$ cat config.mk
export PLATFORM = sky130hd
export DESIGN_NAME = diag_cmd_rx
export DESIGN_NICKNAME = d
export VERILOG_FILES = /design/src/rtl/diag_pkg.sv /design/src/rtl/uart_rx_core.sv /design/src/rtl/diag_cmd_rx.sv
export SDC_FILE = /design/constraint.sdc
export NUM_CORES = 1
export LEC_CHECK = 0
export ABC_AREA = 1
export CORE_MARGIN = 2
export CORE_UTILIZATION = 51
export DETAILED_ROUTE_END_ITERATION = 10
export GPL_TIMING_DRIVEN = 0
export PLACE_DENSITY = 0.75
export RECOVER_POWER = 100
export SYNTH_ARGS = -nofsm -noshare
export SYNTH_HDL_FRONTEND = slang
export SYNTH_SLANG_ARGS = --single-unit
export TNS_END_PERCENT = 50
$ cat constraint.sdc
create_clock -name clk -period 1.7 [get_ports clk]
set_input_delay 0.51 -clock clk [delete_from_list [all_inputs] [get_ports clk]]
set_output_delay 0.51 -clock clk [all_outputs]
set_load 0.1 [all_outputs]
$ cat src/rtl/diag_pkg.sv
// Shared types and ASCII helpers for the diagnostic command receiver.
// Covers the byte-level UART receiver and the override-command parser.
package diag_pkg;

   localparam logic [7:0] ASC_A  = 8'h41;
   localparam logic [7:0] ASC_CR = 8'h0D;
   localparam logic [7:0] ASC_0  = 8'h30;
   localparam logic [7:0] ASC_3  = 8'h33;
   localparam logic [7:0] ASC_9  = 8'h39;
   localparam logic [7:0] ASC_UF = 8'h46;
   localparam logic [7:0] ASC_LA = 8'h61;
   localparam logic [7:0] ASC_LF = 8'h66;

   typedef enum logic [2:0] {IDLE, START, DATA, STOP, BREAK} rx_state_t;

   typedef enum logic [2:0] {P_IDLE, P_CH, P_H2, P_H1, P_H0, P_END} parse_state_t;

   typedef struct packed {
      logic       valid;
      logic [3:0] nib;
   } hex_t;

   // Digits map straight from the low nibble; letters need +9 ('A' = 0x41 -> 0xA).
   function automatic hex_t hex_to_nibble(input logic [7:0] c);
      hex_t h;
      h.valid = 1'b0;
      h.nib   = 4'h0;
      if (c >= ASC_0 && c <= ASC_9) begin
         h.valid = 1'b1;
         h.nib   = c[3:0];
      end else if ((c >= ASC_A && c <= ASC_UF) || (c >= ASC_LA && c <= ASC_LF)) begin
         h.valid = 1'b1;
         h.nib   = c[3:0] + 4'd9;
      end
      return h;
   endfunction

endpackage

$ cat src/rtl/uart_rx_core.sv
// 8N1 receiver with 16x oversampling and a majority vote of the samples at phases 7/8/9.
// A held-low line reports one framing error, then waits in BREAK until the line goes idle.
module uart_rx_core
   import diag_pkg::*;
#(
   parameter int OSR_DIV = 26
) (
   input  logic       clk,
   input  logic       reset,
   input  logic       rx,
   output logic [7:0] rx_data,
   output logic       rx_valid,
   output logic       frm_err
);

   localparam int PW = (OSR_DIV > 1) ? $clog2(OSR_DIV) : 1;
   localparam logic [PW-1:0] PRESC_MAX = PW'(OSR_DIV - 1);

   logic          rx_meta;
   logic          rxs;
   logic [PW-1:0] presc;
   logic          tick;
   logic [3:0]    phase;
   logic          s7;
   logic          s8;
   logic          maj;
   logic [7:0]    shreg;
   logic [2:0]    bit_idx;
   rx_state_t     state;
   rx_state_t     state_nxt;
   logic          clr_phase;
   logic          bit_clr;
   logic          bit_inc;
   logic          shift_en;
   logic          load_data;
   logic          frame_bad;

   assign tick = (presc == PRESC_MAX);
   assign maj  = (s7 & s8) | (s7 & rxs) | (s8 & rxs);

   always_ff @(posedge clk) begin
      if (reset) begin
         rx_meta <= 1'b1;
         rxs     <= 1'b1;
      end else begin
         rx_meta <= rx;
         rxs     <= rx_meta;
      end
   end

   always_ff @(posedge clk) begin
      if (reset || tick) presc <= '0;
      else               presc <= presc + 1'b1;
   end

   // The phase is re-zeroed on the start edge so phases 7..9 straddle each bit centre.
   always_ff @(posedge clk) begin
      if (reset) begin
         phase <= 4'd0;
         s7    <= 1'b1;
         s8    <= 1'b1;
      end else if (tick) begin
         phase <= clr_phase ? 4'd0 : phase + 4'd1;
         if (phase == 4'd7) s7 <= rxs;
         if (phase == 4'd8) s8 <= rxs;
      end
   end

   always_comb begin
      state_nxt = state;
      clr_phase = 1'b0;
      bit_clr   = 1'b0;
      bit_inc   = 1'b0;
      shift_en  = 1'b0;
      load_data = 1'b0;
      frame_bad = 1'b0;
      if (tick) begin
         case (state)
            IDLE: begin
               if (!rxs) begin
                  clr_phase = 1'b1;
                  state_nxt = START;
               end
            end
            START: begin
               if (phase == 4'd9 && maj) begin
                  state_nxt = IDLE;
               end else if (phase == 4'd15) begin
                  bit_clr   = 1'b1;
                  state_nxt = DATA;
               end
            end
            DATA: begin
               if (phase == 4'd9) shift_en = 1'b1;
               if (phase == 4'd15) begin
                  if (bit_idx == 3'd7) state_nxt = STOP;
                  else                 bit_inc   = 1'b1;
               end
            end
            STOP: begin
               if (phase == 4'd9) begin
                  if (maj) begin
                     load_data = 1'b1;
                     state_nxt = IDLE;
                  end else begin
                     frame_bad = 1'b1;
                     state_nxt = BREAK;
                  end
               end
            end
            BREAK: begin
               if (rxs) state_nxt = IDLE;
            end
            default: state_nxt = IDLE;
         endcase
      end
   end

   always_ff @(posedge clk) begin
      if (reset) begin
         state    <= IDLE;
         bit_idx  <= 3'd0;
         shreg    <= 8'h00;
         rx_data  <= 8'h00;
         rx_valid <= 1'b0;
         frm_err  <= 1'b0;
      end else begin
         state    <= state_nxt;
         rx_valid <= load_data;
         frm_err  <= frame_bad;
         if (bit_clr)      bit_idx <= 3'd0;
         else if (bit_inc) bit_idx <= bit_idx + 3'd1;
         if (shift_en)  shreg   <= {maj, shreg[7:1]};
         if (load_data) rx_data <= shreg;
      end
   end

endmodule

$ cat src/rtl/diag_cmd_rx.sv
// Diagnostic port receive side: UART byte receiver plus the "A<ch><hhh><CR>" override parser.
// The override outputs only change on a complete, well-formed command.
module diag_cmd_rx
   import diag_pkg::*;
#(
   parameter int CLK_HZ  = 48000000,
   parameter int BAUD    = 115200,
   parameter int OSR_DIV = CLK_HZ / (16 * BAUD)
) (
   input  logic        clk,
   input  logic        reset,
   input  logic        rx,
   output logic [7:0]  rx_data,
   output logic        rx_valid,
   output logic        frm_err,
   output logic [1:0]  cmd_ch,
   output logic [11:0] cmd_val,
   output logic        cmd_stb,
   output logic        cmd_err
);

   parse_state_t pstate;
   parse_state_t pstate_nxt;
   logic [1:0]   ch_q;
   logic [1:0]   ch_nxt;
   logic [11:0]  val_q;
   logic [11:0]  val_nxt;
   logic         stb_nxt;
   logic         err_nxt;
   hex_t         hx;

   uart_rx_core #(
      .OSR_DIV (OSR_DIV)
   ) u_rx (
      .clk      (clk),
      .reset    (reset),
      .rx       (rx),
      .rx_data  (rx_data),
      .rx_valid (rx_valid),
      .frm_err  (frm_err)
   );

   assign hx = hex_to_nibble(rx_data);

   // Any bad byte aborts; an 'A' where a channel or CR was expected restarts a new command.
   always_comb begin
      pstate_nxt = pstate;
      ch_nxt     = ch_q;
      val_nxt    = val_q;
      stb_nxt    = 1'b0;
      err_nxt    = 1'b0;
      if (frm_err) begin
         if (pstate != P_IDLE) begin
            err_nxt    = 1'b1;
            pstate_nxt = P_IDLE;
         end
      end else if (rx_valid) begin
         case (pstate)
            P_IDLE: begin
               if (rx_data == ASC_A) pstate_nxt = P_CH;
            end
            P_CH: begin
               if (rx_data >= ASC_0 && rx_data <= ASC_3) begin
                  ch_nxt     = rx_data[1:0];
                  pstate_nxt = P_H2;
               end else begin
                  err_nxt = 1'b1;
                  if (rx_data == ASC_A) pstate_nxt = P_CH;
                  else                  pstate_nxt = P_IDLE;
               end
            end
            P_H2, P_H1, P_H0: begin
               if (hx.valid) begin
                  case (pstate)
                     P_H2: begin
                        val_nxt[11:8] = hx.nib;
                        pstate_nxt    = P_H1;
                     end
                     P_H1: begin
                        val_nxt[7:4] = hx.nib;
                        pstate_nxt   = P_H0;
                     end
                     default: begin
                        val_nxt[3:0] = hx.nib;
                        pstate_nxt   = P_END;
                     end
                  endcase
               end else begin
                  err_nxt    = 1'b1;
                  pstate_nxt = P_IDLE;
               end
            end
            P_END: begin
               if (rx_data == ASC_CR) begin
                  stb_nxt    = 1'b1;
                  pstate_nxt = P_IDLE;
               end else begin
                  err_nxt = 1'b1;
                  if (rx_data == ASC_A) pstate_nxt = P_CH;
                  else                  pstate_nxt = P_IDLE;
               end
            end
            default: pstate_nxt = P_IDLE;
         endcase
      end
   end

   always_ff @(posedge clk) begin
      if (reset) begin
         pstate  <= P_IDLE;
         ch_q    <= 2'd0;
         val_q   <= 12'h000;
         cmd_ch  <= 2'd0;
         cmd_val <= 12'h000;
         cmd_stb <= 1'b0;
         cmd_err <= 1'b0;
      end else begin
         pstate  <= pstate_nxt;
         ch_q    <= ch_nxt;
         val_q   <= val_nxt;
         cmd_stb <= stb_nxt;
         cmd_err <= err_nxt;
         if (stb_nxt) begin
            cmd_ch  <= ch_q;
            cmd_val <= val_q;
         end
      end
   end

endmodule

After elaboration in Yosys (flattened, before gate mapping)
Cells that the tools add are included.

operators by class
  reduce and logical (&&, ||, !) cells = 23
  eq/ne operators = 25
  bitwise logic cells = 10
  add/sub/neg operators = 4
  magnitude comparators = 7
  muxes and demuxes = 52

operators with widths
  operator                                                           number
  two-way mux 3 bit                                                  14
  two-way mux 1 bit                                                  30
  greater-or-equal comparator 8 x 7 -> 1 bit, second input constant  2
  less-or-equal comparator 8 x 6 -> 1 bit, second input constant     2
  less-or-equal comparator 8 x 7 -> 1 bit, second input constant     2
  case mux 3 bit (5 select lines)                                    1
  AND reduction 5 bit                                                3
  == test 3 x 2 -> 1 bit, second input constant                      4
  == test 3 bit, second input constant                               4
  == test 4 bit, second input constant                               3
  case mux 3 bit (4 select lines)                                    1
  two-way mux 5 bit                                                  2
  == test 8 x 4 -> 1 bit, second input constant                      1
  == test 8 x 7 -> 1 bit, second input constant                      1
  greater-or-equal comparator 8 x 6 -> 1 bit, second input constant  1
  != test 2 x 1 -> 1 bit, second input constant                      4
  AND reduction 7 bit                                                1
  == test 3 x 1 -> 1 bit, second input constant                      2
  zero test 3 bit                                                    2
  case mux 3 bit (2 select lines)                                    1
  adder 5 x 1 -> 5 bit, second input constant                        1
  == test 5 bit, second input constant                               1
  logical AND 1 bit                                                  5
  NOT 1 bit                                                          5
  other kinds (21)                                                   28

word-level totals
  bits in registers = 70
  input bits = 3
  logic and storage cells = 142

Longest topological paths before layout
  word-level depth = 9
  gate-level depth with buffers = 11

Modules after synthesis
Synthesis repeated with hierarchy kept, for this count alone.

unflattened totals
  cells, all modules = 456
  area, all modules = 3445.8 µm²

modules (own cells, without submodules)
  module        cells each  sequential area each (µm²)  instances  area each (µm²)
  diag_cmd_rx   257         660.6                       1          1799.2
  uart_rx_core  199         740.7                       1          1646.6

Least setup slack after synthesis
No wires, ideal clock.

  kind = reg2reg
  start = register u_rx.rx_data[0]
  end = register val_q[0]
  stages on the path, launching flop included = 11
  library setup time = 115 ps
  arrival time = 2332 ps
  path buffers = 0
  path slack = -748 ps
  period minus slack after synthesis = 2448 ps
  cells stage by stage = dfxtp_1 > inv_1 > ha_1 > o21ai_1 > nand2_1 > nand2_1 > nand2_2 > nand4_1 > nand2_1 > nand2_1 > nor2_1

between the ends
  word-level cells in the longest chain between the ends = 6
  elaborated cells on any way between the ends = 14
  those cells by class = add/sub (1); order compare (6); mux (2); reduce/logical (5)

RTL lines
  item                                                                                                   line                 text
  from (decl)                                                                                            uart_rx_core.sv:11   output logic [7:0] rx_data,
  from (signal assigned)                                                                                 uart_rx_core.sv:134  if (load_data) rx_data <= shreg;
  greater-or-equal comparator 8 x 7 -> 1 bit or less-or-equal comparator 8 x 7 -> 1 bit (tied branches)  diag_pkg.sv:31       end else if ((c >= ASC_A && c <= ASC_UF) || (c >= ASC_LA && c <= ASC_LF)) begin
  logical AND 1 bit                                                                                      diag_pkg.sv:31
  logical OR 1 bit                                                                                       diag_pkg.sv:31
  two-way mux 5 bit                                                                                      diag_pkg.sv:31
  two-way mux 5 bit (*)                                                                                  diag_pkg.sv:28       if (c >= ASC_0 && c <= ASC_9) begin
  AND reduction 5 bit (no line)                                                                          -
  to (signal assigned)                                                                                   diag_cmd_rx.sv:120   val_q <= val_nxt;
  to (decl)                                                                                              diag_cmd_rx.sv:26    logic [11:0] val_q;

Mark *: on every way between the ends. The rest lies on a longest branch, timed or not.
A chain may end at the register's enable or synchronous reset.

Final worst setup path
  start = register u_rx.rx_data[0]
  end = output port rx_data[0]

RTL lines
  item       line               text
  to (decl)  diag_cmd_rx.sv:13  output logic [7:0] rx_data,

No word-level cell between the ends.

==> flow_metrics.py <==
metrics = {
    "run_status": {
        "outcome": "completed",
    },
    "global_routing": {
        "grt_use_met3_pct": 6.20,
        "grt_max_degree": 15,
        "antenna_found_initial": 0,
        "track_usage_pct": 21.6,
        "grt_use_met2_pct": 34.8,
        "overflow": 0,
        "first_global_vias": 2517,
        "use_met1_pct": 28.1,
        "grt-busiest-layer": "met2",
        "grt_pass1_wl_um": 11300,
    },
    "route": {
        "drcViolationCount": 0,
        "wl_per_cell_um": 12.3,
        "via_count": 2911,
        "routed_wl_um": 6940,
        "dr.pass1.iters": 4,
        "antenna_left": 0,
        "viasPerCell": 5.14,
        "drt_iter0_drc": 171,
    },
    "critical_path": {
        "max_stage_delay_ns": 0.38,
        "crit_family": "buffers and inverters",
        "cp_max_fo": 5,
        "rr_worst_depth": 9,
        "path_cells": "buf_4, buf_4",
        "path_class": "reg2out",
        "end_kind": "output pin",
        "path_buf_inv": 2,
        "critical_path.slowest_cell": "dfxtp_4",
        "cp_num_cells": 2,
        "cp.arrival_ns": 1.16,
        "crit_top_cell": "buf_4",
        "critical_path_required_ns": 1.19,
        "critPathLaunchType": "flop",
    },
    "pwr": {
        "cellPowerDensity_nw_per_um2": 826,
        "ir_drop_mv": 0.629,
        "p_leak_nw": 1.65,
        "p_total_mw": 3.25,
    },
    "layout": {
        "stdcell_area_um2": 3930,
        "drive_gt1_share_pct": 23.0,
        "n_fill_cell": 511,
        "antennaDiodeCount": 0,
        "multiInputGateArea_um2": 1570,
        "mostFrequentLayoutCell": "nand2_1",
        "syn2layout_area_growth_pct": 25.0,
        "most-common-layout-cells": "76 x nand2_1, 59 x inv_1, 58 x dfxtp_1, 43 x nor2_1, 37 x a21oi_1",
        "nets": 500,
        "regArea_um2": 1430,
    },
    "placement": {
        "place.port_buffers": 28,
        "gp_congestion": 0.858,
        "placed_area_um2": 3610,
        "place_hpwl_um": 4940,
    },
    "floorplanning": {
        "start_util_pct": 52.9,
        "die_w_um": 82.6,
        "die_h_um": 82.6,
        "core_um2": 5960,
        "fp-row-count": 28,
        "dieArea_um2": 6820,
        "boundaryPins": 29,
    },
    "synth": {
        "ys_ff_latch": 70,
        "syn_nets": 447,
        "synth_cell_types": 31,
        "syn_inst": 433,
        "avgSynthCellArea_um2": 7.27,
        "ys_seq_area_share_pct": 44.5,
        "yosys_warnings": 0,
        "synth_area_um2": 3150,
    },
    "sta": {
        "rsz0062_at_grt": "true",
        "hold_slack_ns": 0.414,
        "layout_min_cycle_time_ns": 1.67,
        "maxSlewViolCount": 0,
        "hold_viol": 0,
        "slew_headroom_pct": 67.7,
        "period_share_pct": 98.2,
        "max_clock_freq_ghz": 0.599,
        "setup_viol": 0,
        "skew_ns": 0.0110,
        "worst_slew_pin_slew_ns": 0.488,
    },
    "cts": {
        "clock_path_buffers": 2,
        "root_buffer": "clkbuf_8",
        "cts_hold_buffers": 0,
        "numCtsBuffers": 9,
        "htreeDepth": 3,
        "cts_tree": "done",
        "cts.clk_slew.worst_paths_ns": 0.08,
        "clk_latency_ns": 0.36,
        "numClockSinks": 70,
    },
    "flow_run": {
        "cap_violations": 0,
    },
    "hold_path": {
        "hp-class": "reg2reg",
        "hold_depth": 1,
    },
}
## layout make-up
class,count,share of cell area (%)
clock buffers,9,3.15
flip-flops and latches,70,36.3
repair buffers,42,7.76
clock inverters,7,2.61
well taps,75,2.39
inverters,64,6.27
plain buffers,11,1.69
multi-input cells,288,39.9
## state kept, by name, summed over array words and instances, names as in the netlist, 2 cells and up
signal        cells
ch_q              2
u_rx.bit_idx      3
cmd_ch            2
cmd_val          12
u_rx.presc        5
pstate            3
u_rx.phase        4
u_rx.rx_data      8
u_rx.state        3
val_q            12
u_rx.shreg        8
## final timing paths
kind / start / to / slack, ns
worst max register to register: u_rx.rx_data[1]$_SDFFE_PP0P_ / cmd_ch[0]$_SDFFE_PP0P_ / 0.05
worst min register to register: u_rx.rx_meta$_SDFF_PP1_ / u_rx.rxs$_SDFF_PP1_ / 0.41
worst min-delay path: u_rx.rx_meta$_SDFF_PP1_ / u_rx.rxs$_SDFF_PP1_ / 0.41
worst max-delay path: u_rx.rx_data[0]$_SDFFE_PP0P_ / rx_data[0] / 0.03
## layer usage
| layer | routed length [um] | part of all wire, % |
|---|---|---|
| met5 | 0 | 0 |
| met2 | 3300 | 48 |
| met3 | 289 | 4.2 |
| met4 | 147 | 2.1 |
| met1 | 3210 | 46 |
## repair_timing
item,4_1_cts,5_1_grt
gates resized for setup,141,29
endpoints found under the setup margin,69,47
buffers inserted,3,11
pin swaps,2,4
## cells in the mapped netlist
cell type  number  share of area (%)
nor3_4          1               0.52
nand3_2         1               0.32
dfxtp_1        70                 45
clkinv_1        1               0.12
o21a_1          3               0.72
nand3b_1        2               0.48
inv_1          63                7.5
a21oi_1        42                6.7
nor4_1          2               0.40
buf_4           1               0.24
buf_1           1               0.12
and3_1          1               0.20
ha_1           11                4.4
clkbuf_1        8               0.95
a41oi_1         1               0.28
nand4_1         7                1.4
o22ai_1         1               0.20
nor3b_1         1               0.24
nor3_1          6               0.95
o21ai_0        42                6.7
nor2_1         45                5.4
nand2_2         1               0.20
nand2_1        78                9.3
o21bai_1        1               0.24
a21oi_2         6                1.7
or2_1           1               0.20
nand3_1        24                3.8
or2_2           3               0.60
xor2_1          1               0.28
buf_6           1               0.36
o21ai_1         7                1.1
## power breakdown
part | switching [mW] | total (mW) | internal, mW
clock network | 0.694 | 1.54 | 0.843
registers | 0.00627 | 1.65 | 1.64
logic | 0.0443 | 0.0664 | 0.0221
## kinds of logic (layout without fill, tap and decap cells)
kind of cell | count (synthesis) | after routing | synth area share [%]
and+or+nand+nor | 173 | 173 | 24.0
AOI/OAI and AO/OA | 103 | 103 | 17.6
buffers and inverters | 75 | 133 | 9.30
DFF | 70 | 70 | 44.5
adders and majority gates | 11 | 11 | 4.37
xor gates and xnor gates | 1 | 1 | 0.278
## per-stage QoR
step	util (%)	TNS [ns]	std cells	setup slack, ns
3_3_place_gp	60.6	-17.36	536	-0.381
5_1_grt	66.1	-0.127	566	-0.0505
6_report	66.1	0	566	0.0311
3_5_place_dp	60.6	-18.79	536	-0.388
2_1_floorplan	-	-1.95	433	-0.119
4_1_cts	63.4	-0.420	555	-0.117
(Power assumes the default switching activity.)
